## src/rtl/fpu_to_int.sv

```systemverilog
// fpu_to_int: converts a packed 32-bit float (1 sign, 6-bit exponent with
// bias 31, 25-bit fraction with hidden 1) to a 32-bit two's-complement
// integer, truncating toward zero. The magnitude is aligned by an iterative
// shifter that moves one bit per cycle.
//
// Ports:
//   clock100KHz  in   system clock, rising edge
//   reset        in   synchronous, active-high reset
//   start        in   conversion request, sampled only while idle
//   op_in        in   packed float {sign, exp[5:0], frac[24:0]}
//   busy         out  high while a conversion is in progress (state != IDLE)
//   done         out  one-cycle pulse when data_out/status_out are updated
//   data_out     out  signed integer result, held until the next done
//   status_out   out  0 EXACT, 1 INEXACT, 2 OVERFLOW, 3 UNDERFLOW
module fpu_to_int (
    input  logic        clock100KHz,
    input  logic        reset,
    input  logic        start,
    input  logic [31:0] op_in,
    output logic        busy,
    output logic        done,
    output logic [31:0] data_out,
    output logic [3:0]  status_out
);

    localparam int unsigned DATA_W = 32;
    localparam int unsigned EXP_W  = 6;
    localparam int unsigned FRAC_W = 25;
    localparam int unsigned CNT_W  = 5;
    localparam int unsigned STAT_W = 4;

    localparam logic [STAT_W-1:0] ST_EXACT     = 4'd0;
    localparam logic [STAT_W-1:0] ST_INEXACT   = 4'd1;
    localparam logic [STAT_W-1:0] ST_OVERFLOW  = 4'd2;
    localparam logic [STAT_W-1:0] ST_UNDERFLOW = 4'd3;

    // Exponent fields: bias (E=0), the unshifted point (E=25) and E=31.
    localparam logic [EXP_W-1:0] EXP_BIAS  = 6'd31;
    localparam logic [EXP_W-1:0] EXP_ALIGN = 6'd56;
    localparam logic [EXP_W-1:0] EXP_SAT   = 6'd62;

    localparam logic [DATA_W-1:0] INT_MAX = 32'h7FFF_FFFF;
    localparam logic [DATA_W-1:0] INT_MIN = 32'h8000_0000;

    typedef enum logic [2:0] {
        S_IDLE   = 3'd0,
        S_CHECK  = 3'd1,
        S_SHIFT  = 3'd2,
        S_NEGATE = 3'd3,
        S_DONE   = 3'd4
    } state_t;

    state_t state;
    state_t next_state;

    // Captured operand.
    logic              sign_q;
    logic [EXP_W-1:0]  exp_q;
    logic [FRAC_W-1:0] frac_q;

    // Shifter datapath.
    logic [DATA_W-1:0] acc_q;
    logic [CNT_W-1:0]  cnt_q;
    logic              left_q;
    logic              sticky_q;

    logic [DATA_W-1:0] acc_d;
    logic [CNT_W-1:0]  cnt_d;
    logic              left_d;
    logic              sticky_d;

    logic [DATA_W-1:0] result_c;
    logic [STAT_W-1:0] status_c;

    // Operand classification, only meaningful in CHECK.
    logic             is_zero_c;
    logic             is_under_c;
    logic             is_min_c;
    logic             is_over_c;
    logic             is_special_c;
    logic             is_left_c;
    logic [CNT_W-1:0] shift_n_c;

    assign is_zero_c    = (exp_q == '0) && (frac_q == '0);
    assign is_under_c   = (exp_q < EXP_BIAS);
    assign is_min_c     = (exp_q == EXP_SAT) && sign_q && (frac_q == '0);
    assign is_over_c    = (exp_q >= EXP_SAT);
    assign is_special_c = is_zero_c || is_under_c || is_over_c;
    assign is_left_c    = (exp_q > EXP_ALIGN);
    // Normal path has E in 0..30, so N = |E-25| fits in 5 bits (max 25).
    assign shift_n_c    = is_left_c ? CNT_W'(exp_q - EXP_ALIGN)
                                    : CNT_W'(EXP_ALIGN - exp_q);

    // State register.
    always_ff @(posedge clock100KHz) begin
        if (reset) begin
            state <= S_IDLE;
        end else begin
            state <= next_state;
        end
    end

    // Next-state logic.
    always_comb begin
        next_state = state;
        case (state)
            S_IDLE: begin
                if (start) begin
                    next_state = S_CHECK;
                end
            end
            S_CHECK: begin
                if (is_special_c) begin
                    next_state = S_DONE;
                end else if (shift_n_c == '0) begin
                    next_state = S_NEGATE;
                end else begin
                    next_state = S_SHIFT;
                end
            end
            S_SHIFT: begin
                // The last shift decrements the count to zero.
                if (cnt_q == CNT_W'(1)) begin
                    next_state = S_NEGATE;
                end
            end
            S_NEGATE: next_state = S_DONE;
            S_DONE:   next_state = S_IDLE;
            default:  next_state = S_IDLE;
        endcase
    end

    // Output and datapath next values.
    always_comb begin
        acc_d    = acc_q;
        cnt_d    = cnt_q;
        left_d   = left_q;
        sticky_d = sticky_q;
        result_c = '0;
        status_c = ST_EXACT;
        case (state)
            S_CHECK: begin
                acc_d    = DATA_W'({1'b1, frac_q});
                cnt_d    = shift_n_c;
                left_d   = is_left_c;
                sticky_d = 1'b0;
                if (is_zero_c) begin
                    result_c = '0;
                    status_c = ST_EXACT;
                end else if (is_under_c) begin
                    result_c = '0;
                    status_c = ST_UNDERFLOW;
                end else if (is_min_c) begin
                    result_c = INT_MIN;
                    status_c = ST_EXACT;
                end else if (is_over_c) begin
                    result_c = sign_q ? INT_MIN : INT_MAX;
                    status_c = ST_OVERFLOW;
                end
            end
            S_SHIFT: begin
                if (left_q) begin
                    acc_d = acc_q << 1;
                end else begin
                    acc_d    = acc_q >> 1;
                    sticky_d = sticky_q | acc_q[0];
                end
                cnt_d = cnt_q - CNT_W'(1);
            end
            S_NEGATE: begin
                // Magnitude is already truncated, so negating rounds toward zero.
                result_c = sign_q ? (~acc_q + DATA_W'(1)) : acc_q;
                status_c = sticky_q ? ST_INEXACT : ST_EXACT;
            end
            default: begin
            end
        endcase
    end

    // Datapath and registered outputs.
    always_ff @(posedge clock100KHz) begin
        if (reset) begin
            sign_q     <= 1'b0;
            exp_q      <= '0;
            frac_q     <= '0;
            acc_q      <= '0;
            cnt_q      <= '0;
            left_q     <= 1'b0;
            sticky_q   <= 1'b0;
            busy       <= 1'b0;
            done       <= 1'b0;
            data_out   <= '0;
            status_out <= '0;
        end else begin
            if ((state == S_IDLE) && start) begin
                sign_q <= op_in[31];
                exp_q  <= op_in[30:25];
                frac_q <= op_in[24:0];
            end
            acc_q    <= acc_d;
            cnt_q    <= cnt_d;
            left_q   <= left_d;
            sticky_q <= sticky_d;
            busy     <= (next_state != S_IDLE);
            done     <= (next_state == S_DONE);
            if (next_state == S_DONE) begin
                data_out   <= result_c;
                status_out <= status_c;
            end
        end
    end

endmodule

```

## config.mk

```make
export PLATFORM = sky130hd
export DESIGN_NAME = fpu_to_int
export DESIGN_NICKNAME = d
export VERILOG_FILES = /design/src/rtl/fpu_to_int.sv
export SDC_FILE = /design/constraint.sdc
export NUM_CORES = 1
export LEC_CHECK = 0
export CAP_MARGIN = 25
export CORE_UTILIZATION = 57
export CTS_BUF_LIST = sky130_fd_sc_hd__clkbuf_4
export DETAILED_ROUTE_END_ITERATION = 7
export HOLD_SLACK_MARGIN = 0.05
export PLACE_DENSITY = 0.82
export SETUP_SLACK_MARGIN = 0.2
export SYNTH_ARGS = -nofsm -noshare
export SYNTH_HDL_FRONTEND = slang
export SYNTH_SLANG_ARGS = --single-unit
```

## constraint.sdc

```tcl
create_clock -name clock100KHz -period 3 [get_ports clock100KHz]
set_input_delay 0.3 -clock clock100KHz [delete_from_list [all_inputs] [get_ports clock100KHz]]
set_output_delay 0.3 -clock clock100KHz [all_outputs]
set_load 0.1 [all_outputs]
```

# ---- Yosys cells after proc, flatten, opt, wreduce, memory -nomap -nowiden
# Cells that the tools add are included.
dict set report word_totals {
  reg_bits 112
  in_bits 35
  elab_cells 65
}
dict set report classes {
  n_addsub 4
  magnitude_cmp 3
  eq_ne 7
  n_mux 24
  bitwise_logic 2
  reduce_logical 13
}
# op count
set op_table {}
lappend op_table {{32-bit 2-to-1 mux} 7}
lappend op_table {{32-bit one-hot mux with 2 select lines} 2}
lappend op_table {{32-bit by 1-bit adder with 32-bit output, second input constant} 1}
lappend op_table {{32-bit inverter} 1}
lappend op_table {{25-bit logical NOT} 1}
lappend op_table {{3-bit one-hot mux with 4 select lines} 1}
lappend op_table {{5-bit one-hot mux with 2 select lines} 1}
lappend op_table {{3-bit 2-to-1 mux} 3}
lappend op_table {{2-bit 2-to-1 mux} 4}
lappend op_table {{3-bit by 2-bit equality test with 1-bit output, second input constant} 2}
lappend op_table {{6-bit equality test, second input constant} 1}
lappend op_table {{6-bit >= comparator, second input constant} 1}
lappend op_table {{6-bit > comparator, second input constant} 1}
lappend op_table {{6-bit logical NOT} 1}
lappend op_table {{6-bit by 5-bit less-than comparator with 1-bit output, second input constant} 1}
lappend op_table {{5-bit by 1-bit equality test with 1-bit output, second input constant} 1}
lappend op_table {{5-bit logical NOT} 1}
lappend op_table {{5-bit 2-to-1 mux} 1}
lappend op_table {{5-bit by 1-bit subtractor with 5-bit output, second input constant} 1}
lappend op_table {{5-bit subtractor, first input constant} 1}
lappend op_table {{5-bit subtractor, second input constant} 1}
lappend op_table {{1-bit logical AND} 4}
lappend op_table {{2-bit one-hot mux with 2 select lines} 1}
lappend op_table {{3-bit by 1-bit equality test with 1-bit output, second input constant} 1}
lappend op_table {{10 further kinds} 13}

# ---- Depth between registers and ports, before layout
dict set report logic_depth {
  depth_word 7
  mapped_depth 9
}

# ---- Worst setup path before layout
# OpenSTA, ideal clock, no wires.
dict set report synth_timing {
  path_kind {register -> register}
  start {register acc_q[22]}
  end {register data_out[30]}
  arrival_time_ps 2053
  required_ps 2876
  slack_ps 823
  stages_incl_launch_ff 8
  n_path_buf 1
  path_cell_list {dfxtp_1 > buf_6 > or4_4 > or3_4 > or3_1 > o31ai_2 > xor2_1 > o21ai_1}
}
dict set report synth_between {
  elab_chain_len 4
}
# item line_no
set synth_lines {}
lappend synth_lines {{start: declaration} 62} ;# logic [DATA_W-1:0] acc_q;
lappend synth_lines {{start signal: assignment} 186} ;# acc_q <= '0;
lappend synth_lines {{start signal: assignment} 200} ;# acc_q <= acc_d;
lappend synth_lines {{32-bit inverter} 172} ;# result_c = sign_q ? (~acc_q + DATA_W'(1)) : acc_q;
lappend synth_lines {{32-bit by 1-bit adder with 32-bit output} 172}
lappend synth_lines {{32-bit 2-to-1 mux} 172}
lappend synth_lines {{32-bit one-hot mux with 2 select lines} 141} ;# case (state)
lappend synth_lines {{end signal: assignment} 207} ;# data_out <= result_c;
lappend synth_lines {{end: declaration} 22} ;# output logic [31:0] data_out,
# No other way between the ends.
# A chain may end at the register's enable or synchronous reset.

# ---- Worst setup path in the final report
dict set report layout_timing {
  start {register acc_q[2]}
  end {register data_out[21]}
}
# Same word-level chain as after synthesis.

==> impl_metrics.yaml <==
final_layout:
  fillers: 799
  num-nets-final: 758
  area.growth.synth_to_final_pct: 14.3
  drive_gt1_share_pct: 10.1
  fin_cells: 849
  antenna_cells: 0
  final_util_pct: 67.3
run:
  cap_violations: 0
setup_path:
  rr_endpoint: "data_out[21]"
  worstSetupEndpointType: "register"
  cp_max_fo: 9
  reg2reg_depth: 6
  worstSetupStartpoint: "acc_q[2]"
  crit_required_ps: 3370
  worstSetupStartpointType: "register"
  reg2reg_slack_ps: 670
  reg2reg_from: "acc_q[2]"
  critPathKind: "reg -> reg"
  crit_arrival_ps: 2700
worst_hold_path:
  hold_start: "op_in[19]"
  hp-class: "in -> reg"
  hold_depth: 3
  hold_path_end: "frac_q[19]"
yosys:
  yosys_warnings: 0
  synth_top_area_cell: "dfxtp_1"
  synth_edf_count: 0
  synth_seq_cells: 110
  avgSynthCellArea_sq_um: 7.99
  async_flop_share_pct: 0
  synthCells: 681
  ys.flop_type: "dfxtp_1"
  ys_top_cells_by_area: "dfxtp_1, nor2_1, a21oi_1"
  synth_seq_area_share_pct: 40.5
  synth_top_area_share_pct: 40.5
  netlist_area_sq_um: 5440
  synth_cell_types: 58
global_routing:
  antenna_found_initial: 0
  grt_remaining_overflow: 0
  grt_first_pass_wirelength_microns: 21600
  grt_pass1_vias: 4404
  grt_usage_pct: 26.7
  grt_max_degree: 56
pwr:
  seqPwrFrac_pct: 52.1
  switching_share_pct: 36.8
  comb_power_share_pct: 24.7
  power.share.clock_pct: 23.2
  power.switching_mw: 1.14
  pwr_density_cell_nw_per_um2: 499
  p_leak_nw: 2.25
  ir_drop_mv: 0.245
  p_int_mw: 1.96
clocking:
  cts_tree: "done"
  cts.repair.resized: 0
  clkLatencyLatePin_ps: 470
  cts_sinks: 110
  cts_buffers: 9
  post_cts_buffers: 0
  cts_max_level: 3
  cts_max_path_buffers: 2
  clk_pin_slew_worst_paths_ps: 190
  cts_hold_buf: 0
  root_buffer: "clkbuf_4"
place:
  port_buffers: 70
  place_hpwl_microns: 8990
  place_congestion: 0.861
  dp_cells: 833
die:
  start_util_pct: 58.9
  core_sq_um: 9240
  die_w_microns: 99.7
  row_count: 35
  dieArea_sq_um: 9940
  die_h_microns: 99.7
  io_pins: 73
sta:
  drv_slew: 0
  relSlewSlack_pct: 32.9
  worstMarginPinSlew_ps: 1010
  setup_viol: 0
  fin_skew_ps: 21.9
  finalCriticalPeriod_ps: 2330
  hold_viol: 0
  rsz0062_at_grt: "no"
  timing.final.crit_share_pct: 77.7
  fmax_mhz: 429
  fin_tns_setup_ps: 0
detailed_routing:
  wl_per_cell_microns: 15.0
  firstDrtPassIters: 6
  vias: 5001
  ant_nets: 0
  drcViolationCount: 0
  drt_iter0_markers: 333
  routed_via_density: 5.89
  wirelength_microns: 12700
status:
  status: "finished clean"
==> how the worst max path moves through the flow <==
stage	end	cells past startpoint
floorplan	data_out[30]	7
global placement	data_out[31]	6
detailed placement	data_out[31]	6
CTS	data_out[13]	1
global route	data_out[21]	6
finish	data_out[21]	6
==> critical path, cell delays in order (launching register included) <==
cell and delay (ps):
dfxtp_1 430, nor3_2 410, nand4b_2 340, or4_1 610
o31ai_2 220, xor2_1 160, o21ai_0 80
==> area by class of cell <==
class / instances / area (sq um) / share of cell area (%)
Clock buffer: 9 / 67.6 / 1.09
Clock inverter: 7 / 63.8 / 1.03
Inverter: 8 / 30.0 / 0.483
Multi-Input combinational cell: 506 / 2990 / 48.0
Sequential cell: 110 / 2200 / 35.4
Tap cell: 129 / 161 / 2.59
Timing Repair Buffer: 80 / 711 / 11.4
==> logic make-up (layout without fill, tap and decap cells) <==
group,count (synthesis),count (layout),synth area share [%]
AO/OA/AOI/OAI,170,170,20.0
XOR/XNOR,29,29,4.67
adder cells (fa/ha/maj),8,8,1.84
buffers and inverters,66,104,4.87
flip-flops,110,110,40.5
multiplexers,32,32,5.91
other,1,2,0.0689
AND/OR/NAND/NOR,265,265,22.2
==> synthesized netlist by cell type (all sizes together), types with 3 or more instances <==
library cell and n:
dfxtp 110, nor2 104, nand2 80, a21oi 68, clkbuf 49, o21ai 32, mux2i 31, nor3 31
a221oi 27, xnor2 18, o31ai 15, xor2 11, buf 9, nor4 9, ha 8, inv 8
a31oi 5, nand3 5, o41ai 5, and3 4, nand3b 4, nor2b 4, or3 4, a211oi 3
nand2b 3, nand4b 3, nor3b 3, or2 3
==> power by group through the flow <==
stage | Combinational, mW | Clock [mW] | Sequential [mW]
final | 0.766 | 0.720 | 1.62
after detailed placement | 0.760 | 0 | 1.65
after global placement | 0.748 | 0 | 1.64
after floorplan | 0.343 | 0 | 1.87
after CTS | 0.763 | 0.733 | 1.61
after global routing | 0.823 | 0.787 | 1.63
==> flip-flops by register name, summed over array words and instances (netlist names), 2 cells and up <==
name,count
data_out,32
exp_q,6
status_out,2
frac_q,25
cnt_q,5
state,3
acc_q,32
==> stage by stage <==
step / setup WS (ps) / hold slack, ps / area, sq um / total power [mW]
after detailed placement: 706 / 469 / 6090 / 2.41
after global routing: 516 / 336 / 6220 / 3.24
after CTS: 692 / 326 / 6220 / 3.11
after floorplan: 823 / 436 / 5450 / 2.21
final: 670 / 346 / 6220 / 3.10
after global placement: 768 / 468 / 6090 / 2.39
==> layout by cell type, fill, tap and decap left out, types with 4 or more instances in the layout <==
cell | netlist | routed
dfxtp_1 | 110 | 110
a31oi_1 | 5 | 5
a21oi_1 | 68 | 68
o41ai_1 | 5 | 5
nor3_1 | 30 | 30
nand3b_1 | 4 | 4
nor2_1 | 104 | 104
clkbuf_4 | 0 | 9
nand2_1 | 80 | 80
xnor2_1 | 18 | 18
o21ai_0 | 31 | 31
buf_4 | 2 | 38
nand3_1 | 5 | 5
inv_1 | 8 | 8
mux2i_1 | 31 | 31
and3_1 | 4 | 4
xor2_1 | 11 | 11
o31ai_1 | 12 | 12
clkdlybuf4s50_1 | 0 | 40
nor4_1 | 8 | 8
ha_1 | 8 | 8
a221oi_1 | 27 | 27
nor2b_1 | 4 | 4
==> layer usage <==
metal	track usage (%)	vias up	part of all wire [%]
li1	-	2475	-
met3	3.09	17	5.8
met4	9.05	0	1.5
met5	0	-	0
met1	38.7	2303	48
met2	41.1	206	44
Note: power is estimated with default switching activity, not from simulation.
